## src/rtl/player_attack_seq_if.sv

```systemverilog
// -----------------------------------------------------------------------------
// player_attack_seq_if
// Bundles the signals exchanged between the attack sequencer and its
// surroundings: the frame tick, the run enable, the button requests and the
// cancel input, plus the status outputs that feed the sprite and hitbox logic.
//
// Modports:
//   master : the environment. Drives SCEN, attack_enable, attack_req and
//            cancel; observes every sequencer output.
//   slave  : the sequencer. Receives the inputs and drives attack_active,
//            attack_type, attack_frame, attack_busy, attack_start and
//            in_cooldown.
// -----------------------------------------------------------------------------
interface player_attack_seq_if #(
  parameter int NUM_ATK = 3,
  parameter int FRAME_W = 6
);
  localparam int ID_W = $clog2(NUM_ATK + 1);

  logic               SCEN;
  logic               attack_enable;
  logic [NUM_ATK-1:0] attack_req;
  logic               cancel;

  logic               attack_active;
  logic [ID_W-1:0]    attack_type;
  logic [FRAME_W-1:0] attack_frame;
  logic               attack_busy;
  logic               attack_start;
  logic               in_cooldown;

  modport master (
    output SCEN, attack_enable, attack_req, cancel,
    input  attack_active, attack_type, attack_frame, attack_busy,
           attack_start, in_cooldown
  );

  modport slave (
    input  SCEN, attack_enable, attack_req, cancel,
    output attack_active, attack_type, attack_frame, attack_busy,
           attack_start, in_cooldown
  );
endinterface

```

## src/rtl/player_attack_seq.sv

```systemverilog
// -----------------------------------------------------------------------------
// player_attack_seq
// Attack sequencer for one fighter. Button rises are buffered for a limited
// number of frame ticks, the buffered attack is played out frame by frame with
// its own hitbox window, and a recovery cooldown follows each attack. A
// level-sensitive cancel (hit-stun) aborts everything on the next clock.
//
// Ports:
//   clk    : system clock
//   reset  : asynchronous, active-high reset
//   bus    : player_attack_seq_if.slave
//            in : SCEN (one-clk frame tick), attack_enable, attack_req, cancel
//            out: attack_active, attack_type (0 = none, i+1 = attack i),
//                 attack_frame, attack_busy, attack_start, in_cooldown
//
// Build option:
//   ATK_COMBO_CHAIN_EN - when defined, a buffered request for a higher-index
//   attack may chain into a new attack once the current one is past its
//   hitbox window, skipping the remaining frames and the cooldown.
// -----------------------------------------------------------------------------
module player_attack_seq #(
  parameter int                         NUM_ATK         = 3,
  parameter int                         FRAME_W         = 6,
  parameter logic [NUM_ATK*FRAME_W-1:0] ATK_TOTAL       = {6'd12, 6'd26, 6'd18},
  parameter logic [NUM_ATK*FRAME_W-1:0] ATK_ACT_START   = {6'd2, 6'd8, 6'd4},
  parameter logic [NUM_ATK*FRAME_W-1:0] ATK_ACT_END     = {6'd5, 6'd16, 6'd10},
  parameter int                         RECOVERY_FRAMES = 4,
  parameter int                         BUF_FRAMES      = 6
) (
  input logic                clk,
  input logic                reset,
  player_attack_seq_if.slave bus
);
  localparam int ID_W  = $clog2(NUM_ATK + 1);
  // Tables are padded to a power of two so any ID_W-bit index stays in range.
  localparam int TBL_N = 1 << ID_W;
  localparam int AGE_W = $clog2(BUF_FRAMES + 1);
  localparam int CD_W  = (RECOVERY_FRAMES > 0) ? $clog2(RECOVERY_FRAMES + 1) : 1;

  typedef enum logic [1:0] {IDLE, ATTACK, COOLDOWN} state_t;

  // Per-attack timing tables unpacked from the packed parameters.
  logic [FRAME_W-1:0] total_tbl [TBL_N];
  logic [FRAME_W-1:0] start_tbl [TBL_N];
  logic [FRAME_W-1:0] end_tbl   [TBL_N];

  genvar gi;
  generate
    for (gi = 0; gi < TBL_N; gi++) begin : g_tbl
      if (gi < NUM_ATK) begin : g_used
        assign total_tbl[gi] = ATK_TOTAL[gi*FRAME_W +: FRAME_W];
        assign start_tbl[gi] = ATK_ACT_START[gi*FRAME_W +: FRAME_W];
        assign end_tbl[gi]   = ATK_ACT_END[gi*FRAME_W +: FRAME_W];
      end else begin : g_pad
        assign total_tbl[gi] = '0;
        assign start_tbl[gi] = '0;
        assign end_tbl[gi]   = '0;
      end
    end
  endgenerate

  state_t             state_reg,         state_next;
  logic [NUM_ATK-1:0] req_d_reg;
  logic               pending_valid_reg, pending_valid_next;
  logic [ID_W-1:0]    pending_id_reg,    pending_id_next;
  logic [AGE_W-1:0]   age_reg,           age_next;
  logic [ID_W-1:0]    atk_id_reg,        atk_id_next;
  logic [ID_W-1:0]    type_reg,          type_next;
  logic [FRAME_W-1:0] frame_reg,         frame_next;
  logic               busy_reg,          busy_next;
  logic               active_reg,        active_next;
  logic               start_reg,         start_next;
  logic               cooldown_reg,      cooldown_next;
  logic [CD_W-1:0]    cd_cnt_reg,        cd_cnt_next;

  logic [NUM_ATK-1:0] rise;
  logic [ID_W-1:0]    rise_id;
  logic               tick;
  logic               capture;
  logic               launch;
  logic               consume;
  logic               chain_ok;
  logic [FRAME_W-1:0] frame_inc;

  assign rise      = bus.attack_req & ~req_d_reg;
  assign tick      = bus.SCEN & bus.attack_enable;
  assign capture   = bus.attack_enable & (|rise);
  assign frame_inc = frame_reg + FRAME_W'(1);

  // Lowest-index rise wins when several buttons rise on the same clock.
  always_comb begin
    rise_id = '0;
    for (int i = NUM_ATK - 1; i >= 0; i--) begin
      if (rise[i]) rise_id = ID_W'(i);
    end
  end

`ifdef ATK_COMBO_CHAIN_EN
  assign chain_ok = pending_valid_reg && (pending_id_reg > atk_id_reg) &&
                    (frame_reg > end_tbl[atk_id_reg]);
`else
  assign chain_ok = 1'b0;
`endif

  always_comb begin
    state_next         = state_reg;
    pending_valid_next = pending_valid_reg;
    pending_id_next    = pending_id_reg;
    age_next           = age_reg;
    atk_id_next        = atk_id_reg;
    type_next          = type_reg;
    frame_next         = frame_reg;
    busy_next          = busy_reg;
    active_next        = active_reg;
    start_next         = 1'b0;
    cooldown_next      = cooldown_reg;
    cd_cnt_next        = cd_cnt_reg;
    launch             = 1'b0;
    consume            = 1'b0;

    if (bus.cancel) begin
      // Hit-stun: drop everything, including any buffered request.
      state_next         = IDLE;
      pending_valid_next = 1'b0;
      pending_id_next    = '0;
      age_next           = '0;
      atk_id_next        = '0;
      type_next          = '0;
      frame_next         = '0;
      busy_next          = 1'b0;
      active_next        = 1'b0;
      cooldown_next      = 1'b0;
      cd_cnt_next        = '0;
    end else begin
      if (tick) begin
        unique case (state_reg)
          IDLE: begin
            if (pending_valid_reg) launch = 1'b1;
          end
          ATTACK: begin
            if (chain_ok) begin
              launch = 1'b1;
            end else if (frame_reg == total_tbl[atk_id_reg] - FRAME_W'(1)) begin
              busy_next   = 1'b0;
              type_next   = '0;
              frame_next  = '0;
              active_next = 1'b0;
              if (RECOVERY_FRAMES > 0) begin
                cooldown_next = 1'b1;
                cd_cnt_next   = CD_W'(RECOVERY_FRAMES);
                state_next    = COOLDOWN;
              end else begin
                state_next = IDLE;
              end
            end else begin
              frame_next  = frame_inc;
              active_next = (frame_inc >= start_tbl[atk_id_reg]) &&
                            (frame_inc <= end_tbl[atk_id_reg]);
            end
          end
          COOLDOWN: begin
            cd_cnt_next = cd_cnt_reg - CD_W'(1);
            if (cd_cnt_reg == CD_W'(1)) begin
              cooldown_next = 1'b0;
              state_next    = IDLE;
            end
          end
          default: state_next = IDLE;
        endcase

        if (launch) begin
          consume       = 1'b1;
          state_next    = ATTACK;
          atk_id_next   = pending_id_reg;
          type_next     = pending_id_reg + ID_W'(1);
          frame_next    = '0;
          busy_next     = 1'b1;
          // Frame 0 is always <= END, so only the start bound matters here.
          active_next   = (start_tbl[pending_id_reg] == '0);
          start_next    = 1'b1;
          cooldown_next = 1'b0;
          cd_cnt_next   = '0;
        end
      end

      // A fresh capture overrides consumption and ageing on the same clock.
      if (capture) begin
        pending_valid_next = 1'b1;
        pending_id_next    = rise_id;
        age_next           = '0;
      end else if (consume) begin
        pending_valid_next = 1'b0;
        age_next           = '0;
      end else if (tick && pending_valid_reg) begin
        if (age_reg == AGE_W'(BUF_FRAMES - 1)) begin
          pending_valid_next = 1'b0;
          age_next           = '0;
        end else begin
          age_next = age_reg + AGE_W'(1);
        end
      end
    end
  end

  always_ff @(posedge clk or posedge reset) begin
    if (reset) begin
      state_reg         <= IDLE;
      req_d_reg         <= '0;
      pending_valid_reg <= 1'b0;
      pending_id_reg    <= '0;
      age_reg           <= '0;
      atk_id_reg        <= '0;
      type_reg          <= '0;
      frame_reg         <= '0;
      busy_reg          <= 1'b0;
      active_reg        <= 1'b0;
      start_reg         <= 1'b0;
      cooldown_reg      <= 1'b0;
      cd_cnt_reg        <= '0;
    end else begin
      state_reg         <= state_next;
      req_d_reg         <= bus.attack_req;
      pending_valid_reg <= pending_valid_next;
      pending_id_reg    <= pending_id_next;
      age_reg           <= age_next;
      atk_id_reg        <= atk_id_next;
      type_reg          <= type_next;
      frame_reg         <= frame_next;
      busy_reg          <= busy_next;
      active_reg        <= active_next;
      start_reg         <= start_next;
      cooldown_reg      <= cooldown_next;
      cd_cnt_reg        <= cd_cnt_next;
    end
  end

  assign bus.attack_active = active_reg;
  assign bus.attack_type   = type_reg;
  assign bus.attack_frame  = frame_reg;
  assign bus.attack_busy   = busy_reg;
  assign bus.attack_start  = start_reg;
  assign bus.in_cooldown   = cooldown_reg;
endmodule

```

## src/flat_wrapper.sv

```systemverilog
// flat-port wrapper written by rule: the top's interface ports become plain ports
module player_attack_seq_flat 
#(
  parameter int                         NUM_ATK         = 3,
  parameter int                         FRAME_W         = 6,
  parameter logic [NUM_ATK*FRAME_W-1:0] ATK_TOTAL       = {6'd12, 6'd26, 6'd18},
  parameter logic [NUM_ATK*FRAME_W-1:0] ATK_ACT_START   = {6'd2, 6'd8, 6'd4},
  parameter logic [NUM_ATK*FRAME_W-1:0] ATK_ACT_END     = {6'd5, 6'd16, 6'd10},
  parameter int                         RECOVERY_FRAMES = 4,
  parameter int                         BUF_FRAMES      = 6
)
  (clk, reset, bus_SCEN, bus_attack_enable, bus_attack_req, bus_cancel, bus_attack_active, bus_attack_type, bus_attack_frame, bus_attack_busy, bus_attack_start, bus_in_cooldown);
  player_attack_seq_if #(.NUM_ATK(NUM_ATK), .FRAME_W(FRAME_W)) bus_i ();
  input logic clk;
  input logic reset;
  input wire logic [$bits(bus_i.SCEN)-1:0] bus_SCEN;
  input wire logic [$bits(bus_i.attack_enable)-1:0] bus_attack_enable;
  input wire logic [$bits(bus_i.attack_req)-1:0] bus_attack_req;
  input wire logic [$bits(bus_i.cancel)-1:0] bus_cancel;
  output wire logic [$bits(bus_i.attack_active)-1:0] bus_attack_active;
  output wire logic [$bits(bus_i.attack_type)-1:0] bus_attack_type;
  output wire logic [$bits(bus_i.attack_frame)-1:0] bus_attack_frame;
  output wire logic [$bits(bus_i.attack_busy)-1:0] bus_attack_busy;
  output wire logic [$bits(bus_i.attack_start)-1:0] bus_attack_start;
  output wire logic [$bits(bus_i.in_cooldown)-1:0] bus_in_cooldown;
  assign bus_i.SCEN = bus_SCEN;
  assign bus_i.attack_enable = bus_attack_enable;
  assign bus_i.attack_req = bus_attack_req;
  assign bus_i.cancel = bus_cancel;
  assign bus_attack_active = bus_i.attack_active;
  assign bus_attack_type = bus_i.attack_type;
  assign bus_attack_frame = bus_i.attack_frame;
  assign bus_attack_busy = bus_i.attack_busy;
  assign bus_attack_start = bus_i.attack_start;
  assign bus_in_cooldown = bus_i.in_cooldown;
  player_attack_seq #(.NUM_ATK(NUM_ATK), .FRAME_W(FRAME_W), .ATK_TOTAL(ATK_TOTAL), .ATK_ACT_START(ATK_ACT_START), .ATK_ACT_END(ATK_ACT_END), .RECOVERY_FRAMES(RECOVERY_FRAMES), .BUF_FRAMES(BUF_FRAMES)) u_core (.clk(clk), .reset(reset), .bus(bus_i));
endmodule
```

## config.mk

```make
export PLATFORM = sky130hd
export DESIGN_NAME = player_attack_seq_flat
export DESIGN_NICKNAME = d
export VERILOG_FILES = /design/src/rtl/player_attack_seq_if.sv /design/src/rtl/player_attack_seq.sv /design/src/flat_wrapper.sv
export SDC_FILE = /design/constraint.sdc
export NUM_CORES = 1
export LEC_CHECK = 0
export BUFFER_PORTS_ARGS = -buffer_cell sky130_fd_sc_hd__buf_4
export CELL_PAD_IN_SITES_DETAIL_PLACEMENT = 1
export CELL_PAD_IN_SITES_GLOBAL_PLACEMENT = 1
export CORE_MARGIN = 1
export CORE_UTILIZATION = 48
export DETAILED_ROUTE_END_ITERATION = 10
export GPL_ROUTABILITY_DRIVEN = 0
export GPL_TIMING_DRIVEN = 0
export MAX_ROUTING_LAYER = met4
export PLACE_DENSITY_LB_ADDON = 0.1
export SYNTH_ARGS = -nofsm -noshare
export SYNTH_HDL_FRONTEND = slang
export SYNTH_SLANG_ARGS = --single-unit
```

## constraint.sdc

```tcl
create_clock -name clk -period 4.3 [get_ports clk]
set_clock_uncertainty 0.2 [all_clocks]
set_input_delay 0.43 -clock clk [delete_from_list [all_inputs] [get_ports clk]]
set_output_delay 0.43 -clock clk [all_outputs]
set_load 0.02 [all_outputs]
```

==> results_dict.tcl <==
set metrics [dict create \
    status "finished, final reports clean" \
    layout_common_cells "dfrtp_1 (28), nand2_1 (18), buf_4 (18)" \
    grt_max_degree 29 \
    drv_slew 0 \
    dr_wl_met3_um 58 \
    cpMostUsedCell "ha_1" \
    synth-seq-area-share_pct 41.24 \
    io_pins 20 \
    crit_chain "ha_1, nand3_1, xnor2_1, ha_1, mux2i_1, a21oi_1, or4b_1, o21ai_0" \
    core_um2 3363 \
    h-tree-depth 1 \
    crit_type "flop to flop" \
    power.leakage_nw 0.9075 \
    post_cts_buffers 0 \
    async_reset_ff_share_pct 100.0 \
    drv_cap 0 \
    ant_nets 0 \
    min_path_type "primary input to async pin" \
    wirelength_met1_mm 1.838 \
    finalSetupViolations 0 \
    die_h_um 61.50 \
    drive_above_1_share_pct 16.99 \
    dieArea_um2 3782 \
    path_delay_family "simple AND/OR/NAND/NOR gates" \
    power_uw 621.1 \
    overflow 0 \
    pwr_density_cell_nw_per_um2 314.6 \
    fin_crit_sh_pct 62.04 \
    path_buf_inv 0 \
    syn_inst 181 \
    dr_total_vias 1432 \
    start_util_pct 50.52 \
    fin_util_pct 58.71 \
    clk_path_buf_depth 2 \
    cp_slowest_cell "or4b_1" \
    synth_seq_cells 28 \
    grt_pass1_wl_mm 6.575 \
    cp_data_required_time_ns 4.36 \
    post-place-cells 245 \
    endpoint_kind "flop" \
    drtPass1Iterations 5 \
    setup-tns-final_ns 0 \
    synth_fp_nets 201 \
    die_x_um 61.50 \
    grt_setup_unrepaired "no" \
    max_freq_mhz 374.9 \
    hold_viol 0 \
    synth_edf_count 0 \
    insertedDiodeCount 0 \
    fillers 408 \
    cts.sinks 28 \
    layout_min_cycle_time_ns 2.668 \
    dp_hpwl_mm 3.093 \
    io_buffers 18 \
    slowest_delay_ns 0.54 \
    synth_cell_types 53 \
    highest_layer "met4" \
    yosysWarningCount 0 \
    ff_latch_area_um2 700.7 \
    wl_per_cell_um 16.00 \
    multi_input_area_um2 913.4 \
    cts_root_buffer "clkbuf_4" \
    avgSynthCellArea_um2 9.387 \
    grt_pass1_vias 1384 \
    final_cells 252 \
    antenna_found_initial 0 \
    arrival_ns 2.73 \
    start_kind "flop" \
    cts_tree "built" \
    layout.cells.most_common "dfrtp_1" \
    rows 21 \
    maxSlewHeadroom_pct 28.66 \
    fin_nets 227 \
    synthesis.area_um2 1699 \
    synthFlopType "dfrtp_1" \
    critical_path_peak_fanout 7 \
    peakVddDrop_uv 148.8 \
    tightest_slew_ns 1.069 \
    wl_met2_mm 2.086 \
    vias_per_cell 5.683 \
    grt.total_usage_pct 24.25 \
    cts_inserted_buffers 3 \
    largest_reg_flops 6 \
    clkLatencyLatePin_ns 0.33 \
    drt-total-wl_mm 4.032 \
    drt_iter0_drc 49 \
    area_growth_pct 16.20 \
    clk_pin_slew_ns 0.16 \
    drcViolationCount 0 \
]
-- path summary, 6_finish.rpt --
check | slack (ns) | end | from | cells after the start
min reg2reg | 0.32 | u_core.bus.in_cooldown | u_core.bus.in_cooldown | 1
max | 1.63 | u_core.bus.attack_active | u_core.bus.attack_frame[0] | 8
min in group clk | 0.27 | u_core.pending_valid_reg | bus_attack_enable | 3
max in group asynchronous | 3.12 | u_core.pending_id_reg[0] | reset | 2
max reg2reg | 1.63 | u_core.bus.attack_active | u_core.bus.attack_frame[0] | 8
min | 0.15 | u_core.bus.attack_start | reset | 2
-- layer usage --
layer,global-route usage (%),vias to the layer above
met2,42.40,15
li1,-,698
met4,5.714,0
met3,2.101,6
met1,30.29,713
met5,-,-
-- synth_stat cells (all sizes together) (2+ instances only) --
| cell | n | share of area, % |
|---|---|---|
| a22o | 2 | 1.0 |
| xor2 | 2 | 1.0 |
| xnor2 | 3 | 1.5 |
| nand2b | 7 | 2.6 |
| nor3 | 5 | 1.5 |
| o2bb2ai | 2 | 1.0 |
| ha | 12 | 8.8 |
| or2 | 3 | 1.1 |
| dfrtp | 28 | 41 |
| o21ai | 9 | 2.7 |
| or2b | 2 | 0.96 |
| nor2 | 12 | 2.7 |
| or3b | 2 | 1.0 |
| o211ai | 2 | 0.88 |
| nor2b | 3 | 1.1 |
| nand2 | 18 | 4.0 |
| clkbuf | 3 | 0.66 |
| a22oi | 3 | 1.3 |
| nor4b | 2 | 1.0 |
| inv | 14 | 3.1 |
| nand3 | 7 | 2.1 |
| o31ai | 4 | 2.9 |
| buf | 3 | 1.3 |
| a21oi | 10 | 2.9 |
-- metrics by stage --
step	hold slack, ns	setup slack, ns	instance area [um^2]
6_report	0.1475	1.632	1974
3_5_place_dp	0.2785	1.639	1892
2_1_floorplan	0.2614	1.840	1699
3_3_place_gp	0.2794	1.722	1892
5_1_grt	0.2246	1.406	1974
4_1_cts	0.1855	1.593	1974
-- power breakdown --
part           total (mW)  switching, mW  internal [mW]  leakage [nW]
clock               0.175         0.0803         0.0942        0.0279
sequential          0.296         0.0156          0.280         0.377
combinational       0.151         0.0897         0.0609         0.502
total               0.621          0.186          0.436         0.908
-- cells by family after synthesis --
group,Yosys count,share of synthesized area [%]
buffers and inverters,20,5.007
AND/OR/NAND/NOR,70,22.31
multiplexers,2,1.252
AO/OA/AOI/OAI,44,18.78
flip-flops,28,41.24
adder cells (fa/ha/maj),12,8.836
XOR/XNOR,5,2.578
-- area by class of cell --
| cell class | instances | area share [%] |
|---|---|---|
| repair buffers | 21 | 8.365 |
| inverters | 14 | 2.662 |
| clock buffers | 3 | 1.141 |
| flip-flops and latches | 28 | 35.49 |
| well taps | 46 | 2.915 |
| clock inverters | 1 | 1.521 |
| plain buffers | 6 | 1.648 |
| multi-input cells | 133 | 46.26 |
-- timing repair --
action / in CTS / in global routing
hold buffers: 3 / 0
resized for setup: 0 / 0
setup endpoints to repair: 0 / 0
hold endpoints to repair: 3 / 0
(Power assumes the default switching activity.)
